File: config.mk
export PLATFORM = sky130hd
export DESIGN_NAME = bootrom_arbiter
export DESIGN_NICKNAME = d
export VERILOG_FILES = /design/src/rtl/bootrom_arbiter_pkg.sv /design/src/rtl/bootrom_rr_arb.sv /design/src/rtl/bootrom_arbiter.sv
export SDC_FILE = /design/constraint.sdc
export NUM_CORES = 1
export LEC_CHECK = 0
export ABC_AREA = 1
export CAP_MARGIN = 5
export CORE_MARGIN = 2
export CORE_UTILIZATION = 38
export DETAILED_ROUTE_END_ITERATION = 8
export PLACE_DENSITY = 0.79
export SLEW_MARGIN = 20
export SYNTH_ARGS = -nofsm -noshare
export SYNTH_HDL_FRONTEND = slang
export SYNTH_SLANG_ARGS = --single-unit
File: constraint.sdc
create_clock -name clk_i -period 2.7 [get_ports clk_i]
set_input_delay 0.27 -clock clk_i [delete_from_list [all_inputs] [get_ports clk_i]]
set_output_delay 0.27 -clock clk_i [all_outputs]
set_load 0.02 [all_outputs]
File: src/rtl/bootrom_arbiter_pkg.sv
// Shared types and helpers for the bootrom arbiter: word-address width,
// registered response record and the ROM window range check.
package bootrom_arbiter_pkg;

    localparam int RomAddrBits = 11;
    localparam int RspIdxBits  = 8;

    typedef struct packed {
        logic                  valid;
        logic [RspIdxBits-1:0] idx;
        logic [31:0]           data;
        logic                  err;
    } rsp_t;

    // Offset is already relative to the ROM base (unsigned wrap applied by caller).
    function automatic logic rom_offset_in_range(input logic [63:0] off,
                                                 input logic [63:0] rom_bytes);
        return off < rom_bytes;
    endfunction

endpackage

File: src/rtl/bootrom_rr_arb.sv
// Generic round-robin picker: grants the first request at or above the
// pointer, wrapping to index 0; outputs a one-hot grant and its index.
module bootrom_rr_arb #(
    parameter int NumReq = 3,
    parameter int IdxW   = (NumReq > 1) ? $clog2(NumReq) : 1
) (
    input  logic [NumReq-1:0] i_req,
    input  logic [IdxW-1:0]   i_ptr,
    output logic [NumReq-1:0] o_gnt,
    output logic [IdxW-1:0]   o_idx
);

    logic [NumReq-1:0] w_hi;
    logic [NumReq-1:0] w_gnt_hi;
    logic [NumReq-1:0] w_gnt_lo;
    logic [NumReq-1:0] w_bit_sel [IdxW];

    // Requests at or above the pointer take precedence over the wrapped ones.
    for (genvar gi = 0; gi < NumReq; gi++) begin : g_pick
        localparam logic [NumReq-1:0] LowMask = NumReq'((1 << gi) - 1);
        assign w_hi[gi]     = i_req[gi] & (IdxW'(gi) >= i_ptr);
        assign w_gnt_hi[gi] = w_hi[gi]  & ~(|(w_hi  & LowMask));
        assign w_gnt_lo[gi] = i_req[gi] & ~(|(i_req & LowMask));
    end

    assign o_gnt = (|w_hi) ? w_gnt_hi : w_gnt_lo;

    for (genvar gb = 0; gb < IdxW; gb++) begin : g_idx_bit
        for (genvar gi = 0; gi < NumReq; gi++) begin : g_idx_req
            assign w_bit_sel[gb][gi] = o_gnt[gi] & (((gi >> gb) & 1) == 1);
        end
        assign o_idx[gb] = |w_bit_sel[gb];
    end

endmodule

File: src/rtl/bootrom_arbiter.sv
// Round-robin arbiter sharing one combinational bootrom word port between
// NumReq requesters. Optional counters: define BOOTROM_ARBITER_PERF_EN.
module bootrom_arbiter
    import bootrom_arbiter_pkg::*;
#(
    parameter int                   NumReq    = 3,
    parameter int                   AddrWidth = 48,
    parameter logic [AddrWidth-1:0] BaseAddr  = 48'h0000_0100_0000,
    parameter int                   RomBytes  = 1024
) (
    input  logic                                clk_i,
    input  logic                                rst_ni,
    input  logic [NumReq-1:0]                   req_i,
    input  logic [NumReq-1:0][AddrWidth-1:0]    addr_i,
    output logic [NumReq-1:0]                   gnt_o,
    output logic [NumReq-1:0]                   rvalid_o,
    output logic [31:0]                         rdata_o,
    output logic                                err_o,
    output logic [RomAddrBits-1:0]              rom_addr_o,
`ifdef BOOTROM_ARBITER_PERF_EN
    output logic [NumReq-1:0][31:0]             perf_cnt_o,
    output logic [15:0]                         err_cnt_o,
    input  logic                                perf_clr_i,
`endif
    input  logic [31:0]                         rom_data_i
);

    localparam int IdxW = (NumReq > 1) ? $clog2(NumReq) : 1;

    logic [NumReq-1:0]      w_req;
    logic [NumReq-1:0]      w_gnt;
    logic [IdxW-1:0]        w_idx;
    logic                   w_any;
    logic [AddrWidth-1:0]   w_win_addr;
    logic [NumReq-1:0]      w_addr_t [AddrWidth];
    logic [AddrWidth-1:0]   w_off;
    logic                   w_err;
    logic [RomAddrBits-1:0] w_rom_word;

    logic [IdxW-1:0]        r_ptr;
    logic [RomAddrBits-1:0] r_rom_addr;
    rsp_t                   r_rsp;

    // Reset gates the requests so no grant is visible while rst_ni is low.
    assign w_req = req_i & {NumReq{rst_ni}};

    bootrom_rr_arb #(
        .NumReq (NumReq),
        .IdxW   (IdxW)
    ) u_rr_arb (
        .i_req  (w_req),
        .i_ptr  (r_ptr),
        .o_gnt  (w_gnt),
        .o_idx  (w_idx)
    );

    assign gnt_o = w_gnt;
    assign w_any = |w_gnt;

    // Winner address as an AND-OR mux over the one-hot grant.
    for (genvar gb = 0; gb < AddrWidth; gb++) begin : g_addr_bit
        for (genvar gi = 0; gi < NumReq; gi++) begin : g_addr_req
            assign w_addr_t[gb][gi] = addr_i[gi][gb];
        end
        assign w_win_addr[gb] = |(w_gnt & w_addr_t[gb]);
    end

    assign w_off      = w_win_addr - BaseAddr;
    assign w_rom_word = w_off[RomAddrBits+1:2];
    assign w_err      = (w_win_addr < BaseAddr)
                      | ~rom_offset_in_range(64'(w_off), 64'(RomBytes))
                      | (w_win_addr[1:0] != 2'b00);

    // Hold the last word address when idle so the ROM input stays quiet.
    assign rom_addr_o = w_any ? w_rom_word : r_rom_addr;

    if (NumReq > 1) begin : g_ptr
        always_ff @(posedge clk_i or negedge rst_ni) begin
            if (!rst_ni) begin
                r_ptr <= '0;
            end else if (w_any) begin
                r_ptr <= (w_idx == IdxW'(NumReq - 1)) ? '0 : w_idx + IdxW'(1);
            end
        end
    end else begin : g_ptr_const
        assign r_ptr = '0;
    end

    always_ff @(posedge clk_i or negedge rst_ni) begin
        if (!rst_ni) begin
            r_rom_addr <= '0;
            r_rsp      <= '0;
        end else if (w_any) begin
            r_rom_addr  <= w_rom_word;
            r_rsp.valid <= 1'b1;
            r_rsp.idx   <= RspIdxBits'(w_idx);
            r_rsp.data  <= w_err ? 32'h0 : rom_data_i;
            r_rsp.err   <= w_err;
        end else begin
            r_rsp.valid <= 1'b0;
        end
    end

    for (genvar gi = 0; gi < NumReq; gi++) begin : g_rvalid
        assign rvalid_o[gi] = r_rsp.valid & (r_rsp.idx == RspIdxBits'(gi));
    end

    assign rdata_o = r_rsp.data;
    assign err_o   = r_rsp.err;

`ifdef BOOTROM_ARBITER_PERF_EN
    logic [NumReq-1:0][31:0] r_perf_cnt;
    logic [15:0]             r_err_cnt;

    // Clear wins over increment; counters stick at all-ones.
    for (genvar gi = 0; gi < NumReq; gi++) begin : g_perf
        always_ff @(posedge clk_i or negedge rst_ni) begin
            if (!rst_ni) begin
                r_perf_cnt[gi] <= '0;
            end else if (perf_clr_i) begin
                r_perf_cnt[gi] <= '0;
            end else if (w_gnt[gi] && (r_perf_cnt[gi] != '1)) begin
                r_perf_cnt[gi] <= r_perf_cnt[gi] + 32'd1;
            end
        end
    end

    always_ff @(posedge clk_i or negedge rst_ni) begin
        if (!rst_ni) begin
            r_err_cnt <= '0;
        end else if (perf_clr_i) begin
            r_err_cnt <= '0;
        end else if (w_any && w_err && (r_err_cnt != '1)) begin
            r_err_cnt <= r_err_cnt + 16'd1;
        end
    end

    assign perf_cnt_o = r_perf_cnt;
    assign err_cnt_o  = r_err_cnt;
`endif

endmodule
-- After elaboration in Yosys (flattened, before gate mapping)
Cells that the tools add are included.
- magnitude comparators: 5
- add/subtract/negate cells: 2
- bitwise operators: 66
- eq/ne operators: 3
- multiplexer cells: 5
- reductions and logical operators: 54
- operators by type and width (cell ; count):
    OR reduction 3 bit ; 50
    bitwise AND 3 bit ; 49
    less-than comparator 48 x 11 -> 1 bit (second input constant) ; 1
    less-than comparator 48 x 25 -> 1 bit (second input constant) ; 1
    subtractor 48 x 25 -> 48 bit (second input constant) ; 1
    2-to-1 mux 32 bit ; 1
    2-to-1 mux 11 bit ; 1
    bitwise AND 1 bit ; 10
    logical NOT 8 bit ; 1
    inverter 1 bit ; 5
    == test 2 bit (second input constant) ; 2
    >= comparator 1 x 2 -> 1 bit (first input constant) ; 2
    OR reduction 2 bit ; 2
    2-to-1 mux 3 bit ; 1
    adder 2 x 1 -> 2 bit (second input constant) ; 1
    == test 2 x 1 -> 1 bit (second input constant) ; 1
    >= comparator 2 bit (first input constant) ; 1
    2-to-1 mux 2 bit ; 1
    OR 1 bit ; 2
    nonzero test 2 bit ; 1
    2-to-1 mux 1 bit ; 1
- logic and storage cells: 141
- output and inout bits: 50
- register bits after elaboration: 49
- input bits: 181

-- Logic depth before layout (Yosys ltp)
Gate-level depths: netlist of the first run.
- depth in word-level cells: 14
- depth in mapped cells: 21
- depth with buffers taken out: 19

-- Hierarchy
A second synthesis of the first run with hierarchy kept.
- cell total of the unflattened synthesis: 671
- area total of the unflattened synthesis: 4192.8 um^2
- modules (own cells, without submodules) (module ; area each (um^2) ; instances ; sequential area each (um^2) ; cells each):
    bootrom_arbiter ; 4106.4 ; 1 ; 1226.2 ; 652
    bootrom_rr_arb ; 86.3 ; 1 ; 0.0 ; 19

-- Worst setup path after synthesis of the first run
OpenSTA, ideal clock, no wires.
- path kind: register to output
- start point: register r_ptr[0]
- end point: output rom_addr_o[3]
- arrival time: 2214 ps
- stages on the path, launching flop included: 11
- setup slack: 216 ps
- buffers on the path: 4
- data required time: 2430 ps
- path through: dfrtp_1 nor2_1 a21oi_2 and2_1 buf_6 buf_6 nor3_1 clkbuf_1 buf_1 nand2_1 nand4_1
- cells in the longest elaborated chain, start to end: 10
- elaborated cells between the ends (all ways): 28
- those cells by class: add/sub (1); order compare (3); mux (2); bitwise (13); reduce/logical (9)
- RTL lines (what ; RTL line ; source):
    start: declaration ; bootrom_arbiter.sv:40 ; logic [IdxW-1:0] r_ptr;
    start signal: assignment ; bootrom_arbiter.sv:82 ; r_ptr <= (w_idx == IdxW'(NumReq - 1)) ? '0 : w_idx + IdxW'(1);
    >= comparator 1 x 2 -> 1 bit ; bootrom_rr_arb.sv:21 ; assign w_hi[gi] = i_req[gi] & (IdxW'(gi) >= i_ptr);
    bitwise AND 1 bit ; bootrom_rr_arb.sv:21 ;
    OR reduction 2 bit ; bootrom_rr_arb.sv:22 ; assign w_gnt_hi[gi] = w_hi[gi] & ~(|(w_hi & LowMask));
    inverter 1 bit ; bootrom_rr_arb.sv:22 ;
    bitwise AND 1 bit ; bootrom_rr_arb.sv:22 ;
    2-to-1 mux 3 bit (*) ; bootrom_rr_arb.sv:26 ; assign o_gnt = (|w_hi) ? w_gnt_hi : w_gnt_lo;
    bitwise AND 3 bit ; bootrom_arbiter.sv:65 ; assign w_win_addr[gb] = |(w_gnt & w_addr_t[gb]);
    OR reduction 3 bit ; bootrom_arbiter.sv:65 ;
    subtractor 48 x 25 -> 48 bit ; bootrom_arbiter.sv:68 ; assign w_off = w_win_addr - BaseAddr;
    2-to-1 mux 11 bit (*) ; - ;
    end: declaration ; bootrom_arbiter.sv:19 ; output logic [RomAddrBits-1:0] rom_addr_o,
Every way passes the cells marked *; elsewhere a longest branch is shown, timed or not.

-- Worst setup path after layout of the first run
- start point: register r_ptr[1]
- end point: register r_rsp, in the netlist rdata_o[0]
- cells in the longest elaborated chain, start to end: 14
- elaborated cells between the ends (all ways): 118
- those cells by class: add/sub (1); order compare (5); mux (2); bitwise (58); reduce/logical (52)
- RTL lines (what ; RTL line ; source):
    >= comparator 1 x 2 -> 1 bit ; bootrom_rr_arb.sv:21 ;
    bitwise AND 1 bit ; bootrom_rr_arb.sv:21 ;
    OR reduction 2 bit ; bootrom_rr_arb.sv:22 ;
    inverter 1 bit ; bootrom_rr_arb.sv:22 ;
    bitwise AND 1 bit ; bootrom_rr_arb.sv:22 ;
    2-to-1 mux 3 bit (*) ; bootrom_rr_arb.sv:26 ;
    bitwise AND 3 bit ; bootrom_arbiter.sv:65 ;
    OR reduction 3 bit ; bootrom_arbiter.sv:65 ;
    subtractor 48 x 25 -> 48 bit ; bootrom_arbiter.sv:68 ;
    less-than comparator 48 x 11 -> 1 bit ; bootrom_arbiter_pkg.sv:18 ; return off < rom_bytes;
    inverter 1 bit ; bootrom_arbiter.sv:71 ; | ~rom_offset_in_range(64'(w_off), 64'(RomBytes))
    OR 1 bit ; bootrom_arbiter.sv:71 ;
    OR 1 bit ; bootrom_arbiter.sv:72 ; | (w_win_addr[1:0] != 2'b00);
    2-to-1 mux 32 bit ; bootrom_arbiter.sv:97 ; r_rsp.data <= w_err ? 32'h0 : rom_data_i;
    end: declaration ; bootrom_arbiter.sv:42 ; rsp_t r_rsp;
Marks and branches as above.
A chain may end at the register's enable or synchronous reset.

==> results.md, run 1 <==
- Ratio of cells with drive above 1 in the final layout: approximately 18%
- Synth area leader: dfrtp_1
- Worst min path class: in2async
- Mapped Avg Cell Area: 6.207 sq um
- Power Total: 3173 uW
- Via count: between 4k and 5k
- Fmax achieved: 0.3657 GHz
- Seq cells post-synth: between 40 and 50
- H-tree Lvls: 2
- DR top layer: met4
- TritonRoute pass-1 iters: 5
- CP max stage cell: dfrtp_2
- Global route overflow: 0
- Setup tns final: -0.2050 ns
- Most area-consuming cells after synthesis: dfrtp_1 (32%), nand2_1 (21%), nand3_1 (11%)
- Max VDD drop: 0.3191 mV
- Vias in the first global route: roughly 4.8k
- Max incr delay on CP: 0.48 ns
- Core outline area: between 9000 and 10000 sq um
- Post-route cell area: between 6000 and 7000 sq um
- Post-synthesis cell count: about 620
- RSZ-0062 raised after global routing: yes
- DRT met1 WL: about 5600 um
- Placer Congestion: slightly above 0.8
- ANT nets after route: 0
- DRC viols: 0
- Family with the most delay on the worst path: simple AND/OR/NAND/NOR gates
- Clock skew: roughly 0.012 ns
- Placement Cell Area: about 6400 sq um
- Die width: ~100 um
- DIE AREA: around 11000 sq um
- Final setup viols: 18
- Most common cell on crit path: nand2_1
- Initial Util: about two fifths
- Setup CP Type: reg2reg
- CTS tree: yes
- Max_cap viols: 0
- Clk Latency, worst-skew pair: about 0.30 ns
- Synth Warn #: 0
- Filler cell count: just over 800
- DR vias/cell: 4.893
- Post-DP HPWL: roughly 11000 um
- Pre-CTS setup slack: -0.2919 ns
- Num CTS Buffers: 5
- Final cell count without fillers: 999
- Final wirelength: around 15000 um
- DR iter-0 viols: 182
- Post-synth top area share: 31.91%
- Hold-fix buffers, CTS: 0
- Worst path cell trace: nand2_4, nand2_4, nand2_1, nand2_4, clkbuf_16, nand3_1, nand3_1, nor2_2, nand2_1, nor2_4, nand3_2, nand2_1, nand2_1, nor2_1, nand2_1, nor2_4, buf_12, clkbuf_16, nand3_2, nand2_1
- Root Buffer: clkbuf_8
- PD cells: around 450 nW/um^2
- Clk sink count: slightly below 50
- Met2 wire len: 7530 um
- Worst path bufs/invs: 3
- P&R area growth vs syn: 81.63%
- Cell Rows: 36
- Die Ht: 104.6 um
- Slew HR: around 60%
- DR WL met3: approximately 930 um
- Pleak: about 0.0034 uW
- Initial antenna violation count: 1
- Status: complete, but fails checks
- Hold Vio Cnt, Final: 0
- Endpoint type of the worst setup path: flip-flop
- DR WL/cell: roughly 15 um
- Tcrit/Tclk final: 101.3%
- Clock Pin Slew Worst Setup and Hold Paths: roughly 0.090 ns
- Count of input and output buffers: 230
- Slew Viols, Final: 0
- Unique masters post-synth: 26
- CTS max path bufs: 2
- First-pass GRT wire length: 21410 um
- Largest net degree at the start of global routing: 50
- Data required time of the critical path: approximately 3 ns
- CP Data Arrival Time: ~3 ns
- Final #Nets: 1045
- Min cycle time layout: roughly 2.7 ns
- Worst-Margin Slew: 0.6127 ns
- Final worst slack: -0.03411 ns
- Failing checks: setup timing
- Total track usage: 23.69%
- Seq/Total Area, Yosys: about a third
- Syn nets: 800
- Inst Count DP: just under 1k
- Post-Syn Area: ~3800 sq um
- Crit path launch type: flip-flop
- Max Fanout on Critical Path: 8
- IO Count: about 230
-- sequential cells by signal, summed over array words and instances, names as in the netlist --
signal      cells
err_o           1
r_rom_addr     11
r_ptr           2
rdata_o        32
r_rsp           3
-- per-layer routing --
layer | vias up | GRT usage (%)
li1 | 2392 | -
met1 | 2257 | 26.60
met2 | 191 | 43.37
met3 | 48 | 4.866
met4 | 0 | 9.749
met5 | - | 0
-- report_power, final --
| group | leakage, uW | internal (uW) | switching (uW) |
|---|---|---|---|
| Clock | 0.0000456 | 185 | 244 |
| Combinational | 0.00272 | 863 | 1010 |
| Sequential | 0.000648 | 818 | 50.1 |
-- worst reg2reg max path, delay by kind of cell, from the launching register on --
family	cells	cell delay [ns]
flip-flops	1	0.48
AND/OR/NAND/NOR	17	1.71
buffers and inverters	3	0.48
-- per-stage QoR --
| stage | hold slack, ns | utilization, % |
|---|---|---|
| finish | 0.1677 | 71.40 |
| global placement | 0.4629 | 65.16 |
| detailed placement | 0.4638 | 65.16 |
| global route | 0.2152 | 71.40 |
| floorplan | -0.02559 | - |
| CTS | 0.1632 | 65.90 |
-- worst paths after layout --
| path | startpoint | to | slack, ns | cells after the start |
|---|---|---|---|---|
| max | r_ptr[1] | rdata_o[0] | -0.03 | 20 |
| min | rst_ni | rdata_o[4] | 0.17 | 2 |
| max reg2reg | r_ptr[1] | rdata_o[0] | -0.03 | 20 |
| min reg2reg | rdata_o[31] | rdata_o[31] | 0.48 | 2 |
| max in group asynchronous | rst_ni | r_ptr[1] | 2.10 | 2 |
| min in group clk_i | rdata_o[31] | rdata_o[31] | 0.48 | 2 |
-- cell families (layout without fill, tap and decap cells) --
kind of cell / count (synthesis) / count (layout) / share of synthesized area, %
AOI/OAI and AO/OA: 11 / 11 / 1.596
buffers and inverters: 120 / 366 / 16.61
DFF: 49 / 49 / 31.91
other: 0 / 1 / 0
and+or+nand+nor: 439 / 439 / 49.89
-- what timing repair did --
action / 4_1_cts / 5_1_grt
hold endpoints to repair: 0 / 0
buffers inserted: 0 / 8
gates cloned: 0 / 8
gates resized for setup: 11 / 74
pin swaps: 0 / 31
endpoints found under the setup margin: 11 / 44
-- area by class of cell --
cell class | instances | area (sq um) | area share, %
clock buffers | 6 | 72.57 | 1.040
repair buffers | 296 | 3027 | 43.37
flip-flops and latches | 49 | 1227 | 17.59
well taps | 133 | 166.4 | 2.384
clock inverters | 2 | 13.76 | 0.1972
inverters | 62 | 232.7 | 3.335
multi-input cells | 450 | 2237 | 32.05
diodes | 1 | 2.502 | 0.03586
-- cells in the mapped netlist (all sizes together) --
library cell    n
nand2         216
nor2           96
nand3          95
inv            60
buf            50
dfrtp          49
nor3           14
nand4          12
clkbuf          8
a21oi           7
nor4            3
o21ai           3
clkinv          2
nand3b          2
and2            1
o21bai          1
-- placed cells by master (no fill, tap or decap), types with 2 or more instances in the layout --
master,synthesis,routed
nand4_1,12,12
nand2_2,3,9
a21oi_1,6,3
nor3_1,14,12
buf_4,34,46
nor4_1,3,3
nand3_2,9,29
inv_2,1,3
clkdlybuf4s50_1,0,217
nand3_1,86,64
dfrtp_1,49,48
buf_6,7,4
nand2_1,213,203
nor2_4,3,7
dlygate4sd2_1,0,11
clkbuf_16,0,7
o21ai_0,2,2
nand3_4,0,2
a21oi_2,1,4
inv_1,59,58
buf_12,0,8
clkbuf_8,0,5
nor3_2,0,2
nor2_1,89,71
nand2_4,0,4
nor2_2,4,18
nand3b_1,2,2
No activity file was read; power rests on OpenSTA's default activity.
==> run 2: changes to the inputs <==
- SLEW_MARGIN: 20 -> not set
==> results of run 2 <==
No change in the layout: final DEF, timing and power equal those of run 1.
